--- src/rtl/sd_spi_port_pkg.sv ---
// Shared definitions for the SD-card SPI port: FSM encoding, register offsets,
// status bit positions and the divider reload helper.
package sd_spi_port_pkg;

    typedef enum logic [1:0] {
        ST_IDLE = 2'd0,
        ST_LOW  = 2'd1,
        ST_HIGH = 2'd2
    } spi_state_e;

    localparam logic [15:0] REG_DATA = 16'd0;
    localparam logic [15:0] REG_CTRL = 16'd1;

    localparam int STAT_BUSY = 7;
    localparam int STAT_SLOW = 1;
    localparam int STAT_CS   = 0;

    // Half-period counter runs from DIV-1 down to 0, so a phase lasts DIV clocks.
    function automatic logic [7:0] div_reload(input logic slow, input int slow_div,
                                              input int fast_div);
        return slow ? 8'(slow_div - 1) : 8'(fast_div - 1);
    endfunction

endpackage

--- src/rtl/sd_spi_clkdiv.sv ---
// SD_CK half-period timer: loadable down-counter that holds at zero and flags
// expiry while the count is zero.
module sd_spi_clkdiv (
    input  logic       clk,
    input  logic       reset_n,
    input  logic       load,
    input  logic [7:0] load_val,
    output logic       expire
);

    logic [7:0] count;

    always_ff @(posedge clk) begin
        if (!reset_n) begin
            count <= 8'd0;
        end else if (load) begin
            count <= load_val;
        end else if (count != 8'd0) begin
            count <= count - 8'd1;
        end
    end

    assign expire = (count == 8'd0);

endmodule

--- src/rtl/sd_spi_port.sv ---
// CPU I/O-mapped SPI master for an SD card: data and control/status registers,
// mode-0 byte shifter with selectable slow (card init) and fast SD_CK rates.
//
// state   | meaning
// --------+-----------------------------------------------------------
// ST_IDLE | no transfer; SD_CK low, SD_DI high, accepts data writes
// ST_LOW  | SD_CK low phase; SD_DI presents tx_shift[7]; sample MISO at end
// ST_HIGH | SD_CK high phase; shift out next bit at end, finish after bit 8
module sd_spi_port
    import sd_spi_port_pkg::*;
#(
    parameter logic [15:0] BASE_ADDR = 16'h0300,
    parameter int          FAST_DIV  = 4,
    parameter int          SLOW_DIV  = 64
) (
    input  logic        clk,
    input  logic        reset_n,
    input  logic        IOM,
    input  logic [15:0] ADDR,
    input  logic        RD_n,
    input  logic        WR_n,
    input  logic [7:0]  din,
    output logic [7:0]  dout,
    output logic        oe,
    output logic        SD_n_CS,
    output logic        SD_CK,
    output logic        SD_DI,
    input  logic        SD_DO
);

    spi_state_e  state_q, state_d;
    logic [15:0] offset;
    logic        sel_data, sel_ctrl;
    logic        wr_prev, wr_fire, wr_data, wr_ctrl;
    logic [7:0]  tx_shift, rx_shift, rx_data;
    logic [3:0]  bit_cnt, bit_nxt;
    logic        slow;
    logic        do_meta, do_sync;
    logic        div_load, div_expire;
    logic        start, sample, shift_out, finish;
    logic        busy;
    logic [7:0]  status;

    assign offset   = ADDR - BASE_ADDR;
    assign sel_data = (offset == REG_DATA);
    assign sel_ctrl = (offset == REG_CTRL);

    // A held WR_n must not re-fire, so only the falling edge counts.
    assign wr_fire = IOM && !WR_n && wr_prev;
    assign wr_data = wr_fire && sel_data;
    assign wr_ctrl = wr_fire && sel_ctrl;

    assign oe = IOM && !RD_n && (sel_data || sel_ctrl);

    always_ff @(posedge clk) begin
        if (!reset_n) begin
            state_q <= ST_IDLE;
        end else begin
            state_q <= state_d;
        end
    end

    always_comb begin
        state_d   = state_q;
        start     = 1'b0;
        sample    = 1'b0;
        shift_out = 1'b0;
        finish    = 1'b0;
        // bit_cnt[3] is the done flag; it sets instead of letting [2:0] wrap.
        bit_nxt   = bit_cnt + 4'd1;
        case (state_q)
            ST_IDLE: begin
                if (wr_data) begin
                    start   = 1'b1;
                    state_d = ST_LOW;
                end
            end
            ST_LOW: begin
                if (div_expire) begin
                    sample  = 1'b1;
                    state_d = ST_HIGH;
                end
            end
            ST_HIGH: begin
                if (div_expire) begin
                    shift_out = 1'b1;
                    if (bit_nxt[3]) begin
                        finish  = 1'b1;
                        state_d = ST_IDLE;
                    end else begin
                        state_d = ST_LOW;
                    end
                end
            end
            default: state_d = ST_IDLE;
        endcase
    end

    assign busy     = (state_q != ST_IDLE);
    assign SD_CK    = (state_q == ST_HIGH);
    assign SD_DI    = (state_q == ST_IDLE) ? 1'b1 : tx_shift[7];
    assign div_load = (state_d != state_q);

    sd_spi_clkdiv u_clkdiv (
        .clk      (clk),
        .reset_n  (reset_n),
        .load     (div_load),
        .load_val (div_reload(slow, SLOW_DIV, FAST_DIV)),
        .expire   (div_expire)
    );

    always_ff @(posedge clk) begin
        if (!reset_n) begin
            wr_prev  <= 1'b1;
            do_meta  <= 1'b1;
            do_sync  <= 1'b1;
            SD_n_CS  <= 1'b1;
            slow     <= 1'b1;
            tx_shift <= 8'hFF;
            rx_shift <= 8'hFF;
            rx_data  <= 8'hFF;
            bit_cnt  <= 4'd0;
        end else begin
            wr_prev <= WR_n;
            do_meta <= SD_DO;
            do_sync <= do_meta;
            if (wr_ctrl) begin
                SD_n_CS <= ~din[0];
                slow    <= din[1];
            end
            if (start) begin
                tx_shift <= din;
                bit_cnt  <= 4'd0;
            end else if (shift_out) begin
                tx_shift <= {tx_shift[6:0], 1'b1};
                bit_cnt  <= bit_nxt;
            end
            if (sample) begin
                rx_shift <= {rx_shift[6:0], do_sync};
            end
            if (finish) begin
                rx_data <= rx_shift;
            end
        end
    end

    always_comb begin
        status            = 8'h00;
        status[STAT_BUSY] = busy;
        status[STAT_SLOW] = slow;
        status[STAT_CS]   = ~SD_n_CS;
    end

    assign dout = sel_ctrl ? status : rx_data;

endmodule
--- config.mk ---
export PLATFORM = sky130hd
export DESIGN_NAME = sd_spi_port
export DESIGN_NICKNAME = d
export VERILOG_FILES = /design/src/rtl/sd_spi_port_pkg.sv /design/src/rtl/sd_spi_clkdiv.sv /design/src/rtl/sd_spi_port.sv
export SDC_FILE = /design/constraint.sdc
export NUM_CORES = 1
export LEC_CHECK = 0
export CORE_UTILIZATION = 40
export CTS_BUF_LIST = sky130_fd_sc_hd__clkbuf_8
export DETAILED_ROUTE_END_ITERATION = 8
export PLACE_DENSITY = 0.76
export SETUP_SLACK_MARGIN = 0.02
export SLEW_MARGIN = 0
export SYNTH_ARGS = -nofsm -noshare
export SYNTH_HDL_FRONTEND = slang
export SYNTH_SLANG_ARGS = --single-unit
--- constraint.sdc ---
create_clock -name clk -period 6.1 [get_ports clk]
set_clock_uncertainty 0.15 [all_clocks]
set_input_delay 0.61 -clock clk [delete_from_list [all_inputs] [get_ports clk]]
set_output_delay 0.61 -clock clk [all_outputs]
set_load 0.01 [all_outputs]
==> results of run 1 <==
==> logic make-up (layout without fill, tap and decap cells) <==
family                   Yosys count  after routing  synth area share, %
adder cells (fa/ha/maj)            3              3                 1.82
multiplexers                      11             11                 5.46
AND/OR/NAND/NOR                   87             87                 24.3
buffers and inverters             19             59                 3.70
AO/OA/AOI/OAI                     56             56                 20.0
XOR/XNOR                           7              7                 2.97
flip-flops                        43             43                 41.7
==> cell usage in the layout, fill, tap and decap left out, drive strengths merged, types with 2 or more instances in the layout <==
cell type      synthesis  final
clkinv                 0      2
o31a                   3      3
nor3                   7      7
inv                    9      9
a221o                  7      7
o21a                   3      3
dfxtp                 43     43
or4                    3      3
mux2                   2      2
or3                    4      4
o311a                  2      2
ha                     3      3
xor2                   4      4
a21oi                  5      5
nand2b                 4      4
or2                    2      2
xnor2                  3      3
nor3b                  2      2
nor2                   9      9
nand3                 19     19
o21ai                 12     12
nand4                  3      3
mux2i                  9      9
a2111oi                2      2
nand2                 16     16
and2                   5      5
a31oi                  3      3
nor4                   7      7
clkdlybuf4s50          0     41
o22ai                  4      4
clkbuf                 8      5
a21o                   9      9
==> report_power, final <==
| part | switching [mW] | total, mW | internal, mW |
|---|---|---|---|
| clock network | 0.100 | 0.222 | 0.122 |
| registers | 0.0285 | 0.331 | 0.302 |
| logic | 0.125 | 0.229 | 0.104 |
| total | 0.254 | 0.782 | 0.528 |
==> layer usage <==
metal	vias up	GRT usage, %	part of all wire [%]
met5	-	0	0
met4	0	6.41	1.4
met3	8	4.39	8.2
met2	75	31.5	47
met1	862	23.6	44
li1	926	-	-
==> stage by stage <==
step	setup WS, ps	std cells	area [µm²]	power [mW]
final	2100	333	2630	0.782
after CTS	2100	333	2630	0.786
after detailed placement	2120	325	2520	0.563
after global routing	1920	333	2630	0.831
after floorplan	3530	226	2060	0.502
after global placement	2210	325	2520	0.559
==> sequential cells by signal (all words and copies together) (netlist names) <==
| register | cells |
|---|---|
| SD_n_CS | 1 |
| do_sync | 1 |
| rx_shift | 8 |
| tx_shift | 8 |
| u_clkdiv.count | 8 |
| wr_prev | 1 |
| state_q | 2 |
| slow | 1 |
| do_meta | 1 |
| bit_cnt | 4 |
| rx_data | 8 |
==> worst paths after layout <==
| path | slack, ps | to |
|---|---|---|
| worst min-delay path | 280 | do_sync |
| worst max-delay path | 2100 | dout[1] |
| worst min register to register | 280 | do_sync |
| worst max register to register | 3430 | rx_shift[0] |
==> area by class of cell <==
type,instances,area [µm²]
Multi-Input combinational cell,164,1120
Clock inverter,3,43.8
Clock buffer,5,68.8
Sequential cell,43,861
Fill cell,453,2210
Inverter,9,33.8
Tap cell,67,83.8
Timing Repair Buffer,42,418
==> critical path, cell delays in order <==
cell and delay, ps:
clkdlybuf4s50_1 450, nor4bb_1 370, nand4_1 490, or2_2 530
mux2_2 250, clkdlybuf4s50_1 530
==> summary.md, run 1 <==
| Metric | Value |
|---|---|
| Status | `finished clean` |
| Worst-path maximum fanout | `12` |
| Diodes inserted | `0` |
| Largest cells by area after synthesis | `dfxtp_1 42%, nand3_1 4.6%, mux2i_1 4.4%, a221o_1 3.4%, a21o_1 3.3%` |
| Register area share after synthesis | `41.7%` |
| Vias per inst | `5.62` |
| WL/cell | `14.3 µm` |
| Worst reg2reg path depth | `6` |
| Die X | `73.8 µm` |
| Port Buf Inserts | `41` |
| CTS tree | `built` |
| Clock Path Buffers | `2` |
| CP required | `5340 ps` |
| CTS resizes | `0` |
| Max Cap Violations | `0` |
| CTS sink count | `43` |
| DR iter-0 viols | `117` |
| Crit Path Class | `in2out` |
| Leakage | `1.04 nW` |
| Clock latency on the worst-skew pair | `300 ps` |
| Yosys top cell area share | `41.7%` |
| # IOs | `42` |
| CTS Root Cell | `clkbuf_8` |
| Relative slew slack | `41.5%` |
| CP Launch Type | `input pin` |
| TNS Setup | `0 ps` |
| Num CTS Buffers | `5` |
| Initial Util | `42.5%` |
| Worst hold margin | `275 ps` |
| Unrepaired setup endpoints after global routing | `no` |
| Clock transition at path regs | `80 ps` |
| Syn nets | `259` |
| F_max | `0.250 GHz` |
| Vias in the first global route | `1,715` |
| Number of H-tree levels | `2` |
| CTS Hold Bufs | `0` |
| CP Capture Type | `primary output` |
| Number of enable flip-flop cells after synthesis | `0` |
| Yosys warns | `0` |
| VDD IR-drop max | `163 µV` |
| Syn avg cell area | `9.12 µm²` |
| Worst hold path startpoint | `do_meta` |
| Synthesized flop and latch total | `43` |
| Post-synth cell types | `50` |
| Post-route antenna net violation count | `0` |
| Die Area | `5450 µm²` |
| Primary FF master, synth | `dfxtp_1` |
| Crit path DAT | `3240 ps` |
| Max-slew violation count | `0` |
| Fin. Hold Viols | `0` |
| RePlAce Congestion | `0.848` |
| Net count, final | `298` |
| Detailed Route WL | `4770 µm` |
| Layout cell share with drive strength beyond 1 | `7.14%` |
| Via count | `1,871` |
| Die Ht | `73.8 µm` |
| Final period util | `65.5%` |
| Worst slew pin tran | `871 ps` |
| Post-synth ARST share | `0%` |
| Worst R2R Start | `u_clkdiv.count[0]` |
| Critical Path Source | `ADDR[8]` |
| Synth area leader | `dfxtp_1` |
| CORE AREA | `4850 µm²` |
| Post-Synthesis Cells | `226` |
| Final HPWL from detailed placement | `3500 µm` |
| Cell area after synthesis | `2060 µm²` |
| Pwr/cell area | `297 nW/µm²` |
| Row cnt | `25` |
| Initial antenna violation count | `0` |
| Most instantiated library cell after synthesis | `dfxtp_1` |
| Detailed Routing Iterations Pass 1 | `4` |
| Layout area overhead | `27.7%` |
| Post-layout util | `54.3%` |
| DRC Markers | `0` |
| Minimum clock period | `4000 ps` |
| Post-CTS Repair Setup Buffers | `0` |
| Total grt overflow | `0` |
| Hold Path Class | `reg2reg` |
| Pin count of the biggest net entering global routing | `32` |
| Gr usage total | `18.8%` |
| Final setup vio count | `0` |
| Commonest cells in the netlist | `43 x dfxtp_1, 19 x nand3_1, 16 x nand2_1` |
| Global-route wire length before repair | `7840 µm` |
| Worst hold stages | `1` |
No activity file was read; power rests on OpenSTA's default activity.
==> inputs of run 2 (changes only) <==
--- a/config.mk
+++ b/config.mk
@@ -8,7 +8,7 @@
 export CORE_UTILIZATION = 40
 export CTS_BUF_LIST = sky130_fd_sc_hd__clkbuf_8
 export DETAILED_ROUTE_END_ITERATION = 8
-export PLACE_DENSITY = 0.76
+export PLACE_DENSITY = 0.78
 export SETUP_SLACK_MARGIN = 0.02
 export SLEW_MARGIN = 0
 export SYNTH_ARGS = -nofsm -noshare
==> constraint.sdc (replaced) <==
create_clock -name clk -period 3.35 [get_ports clk]
set_clock_uncertainty 0.15 [all_clocks]
set_input_delay 0.335 -clock clk [delete_from_list [all_inputs] [get_ports clk]]
set_output_delay 0.335 -clock clk [all_outputs]
set_load 0.01 [all_outputs]
==> run 2 against run 1 <==
- clock power grew 86%
- critical path depth unchanged
- count of clock-buffer cells in the layout unchanged
- via count is 1.1% lower
- sequential cell count did not move
==> summary.md, run 2 (synthesized netlist as in run 1, its figures left out) <==
| Metric | Value |
|---|---|
| Gr usage total | `18.8% (unchanged)` |
| Critical Path, Cell by Cell | `clkdlybuf4s50_1, nor4bb_1, nand4_1, or2_2, mux2_2, clkdlybuf4s50_1 (unchanged)` |
| Comb pwr share | `30.0% (was 29.3%)` |
| Vias per inst | `5.53 (was 5.62)` |
| Commonest non-fill, non-tap cell in the layout | `dfxtp_1 (unchanged)` |
| CORE AREA | `4850 µm² (unchanged)` |
| Vias in the first global route | `1,792 (was 1,715)` |
| Detailed Routing Iterations Pass 1 | `4 (unchanged)` |
| Clock latency on the worst-skew pair | `300 ps (about the same)` |
| Net count, final | `300 (was 298)` |
| RePlAce Congestion | `0.803 (was 0.848)` |
| F_max | `0.326 GHz` |
| Met3 Use GR | `5.08% (was 4.39%)` |
| Status | `finished clean (unchanged)` |
| Die Area | `5450 µm² (unchanged)` |
| Relative slew slack | `44.6% (was 41.5%)` |
| Power, Total | `1.45 mW (was 0.782 mW)` |
| Clock Power Share | `28.4% (about the same)` |
| Internal power | `0.979 mW (was 0.528 mW)` |
| Final period util | `91.5%` |
| Design Area, Final | `2650 µm² (was 2630 µm²)` |
| Layout cell share with drive strength beyond 1 | `7.84% (was 7.14%)` |
| Num CTS Buffers | `5 (unchanged)` |
| CP Launch Type | `input pin (unchanged)` |
| Delay-heaviest family, CP | `simple AND/OR/NAND/NOR gates (unchanged)` |
| TNS Setup | `0 ps (unchanged)` |
| CTS Hold Bufs | `0 (unchanged)` |
| Fin. Hold Viols | `0 (unchanged)` |
| Die X | `73.8 µm (unchanged)` |
| Minimum clock period | `3070 ps` |
| Crit path DAT | `2580 ps (was 3240 ps)` |
| Worst path most repeated cell | `clkdlybuf4s50_1 (unchanged)` |
| Sequential share of power | `41.6% (was 42.3%)` |
| Detailed Route WL | `4770 µm (about the same)` |
| Via count | `1,851 (was 1,871)` |
| CTS resizes | `0 (unchanged)` |
| DRC Markers | `0 (unchanged)` |
| Placed inst area | `2540 µm² (was 2520 µm²)` |
| Crit Path Class | `in2out (unchanged)` |
| Final HPWL from detailed placement | `3510 µm (was 3500 µm)` |
| Flop-to-flop setup slack | `1040 ps (was 3430 ps)` |
| Die Ht | `73.8 µm (unchanged)` |
| Clock Path Buffers | `2 (unchanged)` |
| Filler instances | `457 (was 453)` |
| Post-CTS Repair Setup Buffers | `0 (unchanged)` |
| Number of H-tree levels | `2 (unchanged)` |
| DR iter-0 viols | `134 (was 117)` |
| Pwr/cell area | `547 nW/µm² (was 297 nW/µm²)` |
| Met2 Usage GRT | `32.2% (was 31.5%)` |
| Slowest-stage cell, CP | `clkdlybuf4s50_1 (was or2_2)` |
| Port Buf Inserts | `41 (unchanged)` |
| CP max stage delay | `530 ps (about the same)` |
| Diodes inserted | `0 (unchanged)` |
| Worst slew pin tran | `825 ps (was 871 ps)` |
| Sw frac | `32.5% (was 32.4%)` |
| CTS tree | `built (unchanged)` |
| CTS sink count | `43 (unchanged)` |
| Max-slew violation count | `0 (unchanged)` |
| Max Cap Violations | `0 (unchanged)` |
| Psw | `0.472 mW (was 0.254 mW)` |
| Final setup vio count | `0 (unchanged)` |
| Global-route wire length before repair | `7940 µm (was 7840 µm)` |
| Hold Path Class | `reg2reg (unchanged)` |
| Initial antenna violation count | `0 (unchanged)` |
| Post-route antenna net violation count | `0 (unchanged)` |
| Crit path buffers/inverters | `2 (unchanged)` |
| Leakage | `1.05 nW (was 1.04 nW)` |
| Worst-path maximum fanout | `8 (was 12)` |
| CTS Root Cell | `clkbuf_8 (unchanged)` |
| CP Capture Type | `primary output (unchanged)` |
| Row cnt | `25 (unchanged)` |
| Most frequent cells in the layout | `43 x dfxtp_1, 41 x clkdlybuf4s50_1, 19 x nand3_1, 16 x nand2_1, 12 x o21ai_0 (unchanged)` |
| Unrepaired setup endpoints after global routing | `no (unchanged)` |
| Total grt overflow | `0 (unchanged)` |
| CP required | `2860 ps (was 5340 ps)` |
| Met1 Resource Use GR | `23.7% (was 23.6%)` |
| # IOs | `42 (unchanged)` |
| Initial Util | `42.5% (unchanged)` |
| Clock transition at path regs | `80 ps (about the same)` |
| Pin count of the biggest net entering global routing | `19 (was 32)` |
| Layout area overhead | `28.6% (was 27.7%)` |
| WL/cell | `14.2 µm (was 14.3 µm)` |
| GRT busiest layer | `met2 (unchanged)` |
| VDD IR-drop max | `404 µV (was 163 µV)` |
[run 2: changes by cell type in the layout (fill, tap and decap cells not counted), sizes merged]
cell    previous run  this run
buf                1         3
clkinv             2         1
inv                9        10
[run 2: metal layers]
| layer | share of wire [%] | up-vias |
|---|---|---|
| met5 | 0 | - |
| li1 | - | 927 |
| met4 | 0.31 | 0 |
| met2 | 47 | 56 |
| met1 | 45 | 866 |
| met3 | 7.6 | 2 |
[run 2: stage by stage]
step                setup slack, ps  hold slack (ps)  utilization [%]  cells
floorplan                      1330              236                -    226
global placement                394              250             52.3    327
detailed placement              296              260             52.3    327
CTS                             294              285             54.7    335
global route                    167              305             54.7    335
finish                          284              281             54.7    335
[run 2: layout make-up]
cell class                      count  area, µm²  area share [%]
Clock inverter                      3       47.5            1.79
Multi-Input combinational cell    164       1120            42.4
Inverter                            9       33.8            1.27
Timing Repair Buffer               44        433            16.3
Sequential cell                    43        861            32.5
Clock buffer                        5       68.8            2.59
Tap cell                           67       83.8            3.16
[run 2: worst register-to-register path: stages (launching register included)]
cell     delay, ps
dfxtp_1        370
inv_1          110
ha_1           210
or3b_2         530
nor3_4         560
xnor2_1        200
nor2_1          50
[run 2: path summary, 6_finish.rpt]
check	end	start	cells after the start
worst min-delay path	do_sync	do_meta	1
worst min register to register	do_sync	do_meta	1
worst max register to register	bit_cnt[0]	u_clkdiv.count[0]	6
worst max-delay path	dout[1]	ADDR[8]	6
[run 2: power groups by stage]
stage,combinational (mW),sequential (mW),clock [mW]
floorplan,0.313,0.602,0
detailed placement,0.429,0.614,0
global placement,0.417,0.613,0
global route,0.481,0.608,0.441
finish,0.436,0.603,0.412
CTS,0.432,0.602,0.422
==> inputs of run 3 (changes only) <==
--- a/config.mk
+++ b/config.mk
@@ -5,6 +5,7 @@
 export SDC_FILE = /design/constraint.sdc
 export NUM_CORES = 1
 export LEC_CHECK = 0
+export CORE_MARGIN = 2
 export CORE_UTILIZATION = 40
 export CTS_BUF_LIST = sky130_fd_sc_hd__clkbuf_8
 export DETAILED_ROUTE_END_ITERATION = 8
==> run 3 against run 2 <==
- global-route usage fell by 1.7 points
- register-to-register slack got worse by 30 ps
- combinational power increased by 0.9%
- die area increased by 5.5%
- non-clock buffer count grew 1
- first-iteration DRC count increased by 9.0%
- power decreased by 4.1%
- sequential power is essentially flat
- clock power shrank 16%
- largest power group unchanged
- sequential share of layout area rose by 0.077 points
- worst hold slack lost 8.0 ps
==> summary.md, run 3 (synthesized netlist as in run 1, its figures left out) <==
| Metric | Value |
|---|---|
| Max Cap Violations | `0 (unchanged)` |
| Hold Path Class | `reg2reg (unchanged)` |
| Post-CTS Repair Setup Buffers | `0 (unchanged)` |
| Fin. Hold Viols | `0 (unchanged)` |
| Unrepaired setup endpoints after global routing | `no (unchanged)` |
| Commonest non-fill, non-tap cell in the layout | `dfxtp_1 (unchanged)` |
| CTS tree | `built (unchanged)` |
| Crit path DAT | `2500 ps (was 2580 ps)` |
| Clock latency on the worst-skew pair | `290 ps (was 300 ps)` |
| Minimum clock period | `2990 ps (was 3070 ps)` |
| Die X | `75.8 µm (was 73.8 µm)` |
| Num CTS Buffers | `5 (unchanged)` |
| Net count, final | `301 (was 300)` |
| CORE AREA | `5040 µm² (was 4850 µm²)` |
| Sw frac | `33.7% (was 32.5%)` |
| CTS sink count | `43 (unchanged)` |
| Flop-to-flop setup slack | `1010 ps (was 1040 ps)` |
| Status | `finished clean (unchanged)` |
| Max-slew violation count | `0 (unchanged)` |
| Pin count of the biggest net entering global routing | `19 (unchanged)` |
| Reg area | `861 µm² (unchanged)` |
| WL/cell | `14.5 µm (was 14.2 µm)` |
| Relative slew slack | `51.6% (was 44.6%)` |
| Detailed Routing Iterations Pass 1 | `4 (unchanged)` |
| RePlAce Congestion | `0.774 (was 0.803)` |
| Diodes inserted | `0 (unchanged)` |
| Min-Delay Endpoint | `do_sync (unchanged)` |
| Global-route wire length before repair | `7560 µm (was 7940 µm)` |
| # IOs | `42 (unchanged)` |
| DRC Markers | `0 (unchanged)` |
| Vias per inst | `5.48 (was 5.53)` |
| Die Ht | `75.8 µm (was 73.8 µm)` |
| Detailed Route WL | `4920 µm (was 4770 µm)` |
| Pwr/cell area | `526 nW/µm² (was 547 nW/µm²)` |
| Worst-path maximum fanout | `8 (unchanged)` |
| Via count | `1,857 (was 1,851)` |
| Post-route antenna net violation count | `0 (unchanged)` |
| R2R Path End | `tx_shift[3] (was bit_cnt[0])` |
| Final setup vio count | `0 (unchanged)` |
| Final HPWL from detailed placement | `3570 µm (was 3510 µm)` |
| Leakage | `1.04 nW (was 1.05 nW)` |
| Initial Util | `40.9% (was 42.5%)` |
| CTS Hold Bufs | `0 (unchanged)` |
| Worst hold stages | `1 (unchanged)` |
| Port Buf Inserts | `41 (unchanged)` |
| Layout area overhead | `28.3% (was 28.6%)` |
| TNS Setup | `0 ps (unchanged)` |
| Sequential share of power | `43.3% (was 41.6%)` |
| Final period util | `89.2% (was 91.5%)` |
| Filler instances | `478 (was 457)` |
| Die Area | `5740 µm² (was 5450 µm²)` |
| Initial antenna violation count | `0 (unchanged)` |
| F_max | `0.335 GHz (was 0.326 GHz)` |
| CP Capture Type | `primary output (unchanged)` |
| Clock transition at path regs | `80 ps (about the same)` |
| Most frequent cells in the layout | `43 x dfxtp_1, 41 x clkdlybuf4s50_1, 19 x nand3_1, 16 x nand2_1, 12 x o21ai_0 (unchanged)` |
| Placed Cells | `331 (was 327)` |
| Clock Power Share | `25.0% (was 28.4%)` |
| Worst R2R Start | `u_clkdiv.count[0] (unchanged)` |
| Crit Path Class | `in2out (unchanged)` |
| Post-layout util | `52.5% (was 54.7%)` |
| Psw | `0.469 mW (was 0.472 mW)` |
| CP Launch Type | `input pin (unchanged)` |
| CTS Root Cell | `clkbuf_8 (unchanged)` |
| VDD IR-drop max | `308 µV (was 404 µV)` |
| Layout cell share with drive strength beyond 1 | `8.18% (was 7.84%)` |
| Internal power | `0.922 mW (was 0.979 mW)` |
| Worst reg2reg path depth | `6 (unchanged)` |
| Row cnt | `26 (was 25)` |
| CTS resizes | `0 (unchanged)` |
| Worst slew pin tran | `724 ps (was 825 ps)` |
| Area of the multi-input gates | `1120 µm² (unchanged)` |
| Worst hold path startpoint | `do_meta (unchanged)` |
| Gr usage total | `17.1% (was 18.8%)` |
| CP required | `2860 ps (about the same)` |
| DR iter-0 viols | `146 (was 134)` |
| Total grt overflow | `0 (unchanged)` |
| Fin cells | `339 (was 335)` |
| Comb pwr share | `31.6% (was 30.0%)` |
| Number of H-tree levels | `2 (unchanged)` |
| Vias in the first global route | `1,700 (was 1,792)` |
| Clock Path Buffers | `2 (unchanged)` |
[run 3: cell count changes in the layout (fill, tap and decap cells not counted)]
cell        previous run  this run
bufinv_16              1         0
inv_6                  1         0
clkinvlp_4             0         1
buf_4                  3         4
clkbuf_8               5         6
[run 3: power groups by stage]
stage          sequential, mW  combinational, mW  clock, mW
3_3_place_gp            0.612              0.421          0
6_report                0.603              0.440      0.348
4_1_cts                 0.602              0.435      0.352
5_1_grt                 0.610              0.486      0.373
3_5_place_dp            0.613              0.433          0
2_1_floorplan           0.602              0.313          0
[run 3: how the worst max path moves through the flow]
stage                  start      end  slack (ps)  cells past startpoint
finish               ADDR[8]  dout[1]         360                      6
global route         ADDR[8]  dout[1]         220                      6
CTS                  ADDR[8]  dout[1]         360                      6
detailed placement   ADDR[8]  dout[1]         370                      6
global placement     ADDR[8]  dout[1]         340                      6
floorplan           ADDR[10]  dout[1]        1330                      5
[run 3: worst max-delay path: stages]
cell,delay [ps]
clkdlybuf4s50_1,460
nor4bb_1,330
nand4_1,210
or2_2,390
mux2_2,250
clkdlybuf4s50_1,530
[run 3: area by class of cell]
| type | instances | area share, % |
|---|---|---|
| clock inverter | 2 | 0.615 |
| timing repair buffer | 45 | 16.6 |
| tap | 70 | 3.31 |
| sequential | 43 | 32.5 |
| clock buffer | 6 | 3.12 |
| inverter | 9 | 1.28 |
| multi-input combinational | 164 | 42.5 |
[run 3: per-layer routing]
| layer | vias to the layer above | GRT usage (%) | share of wire [%] |
|---|---|---|---|
| li1 | 927 | - | - |
| met1 | 867 | 21.8 | 46 |
| met2 | 59 | 29.1 | 46 |
| met3 | 4 | 3.97 | 7.4 |
| met4 | 0 | 4.09 | 0.73 |
| met5 | - | 0 | 0 |
[run 3: through the flow]
step,setup slack (ps),power (mW),area (µm²),hold slack [ps]
2_1_floorplan,1330,0.915,2060,236
3_3_place_gp,343,1.03,2550,246
3_5_place_dp,366,1.05,2550,253
4_1_cts,355,1.39,2650,278
5_1_grt,222,1.47,2650,315
6_report,361,1.39,2650,273
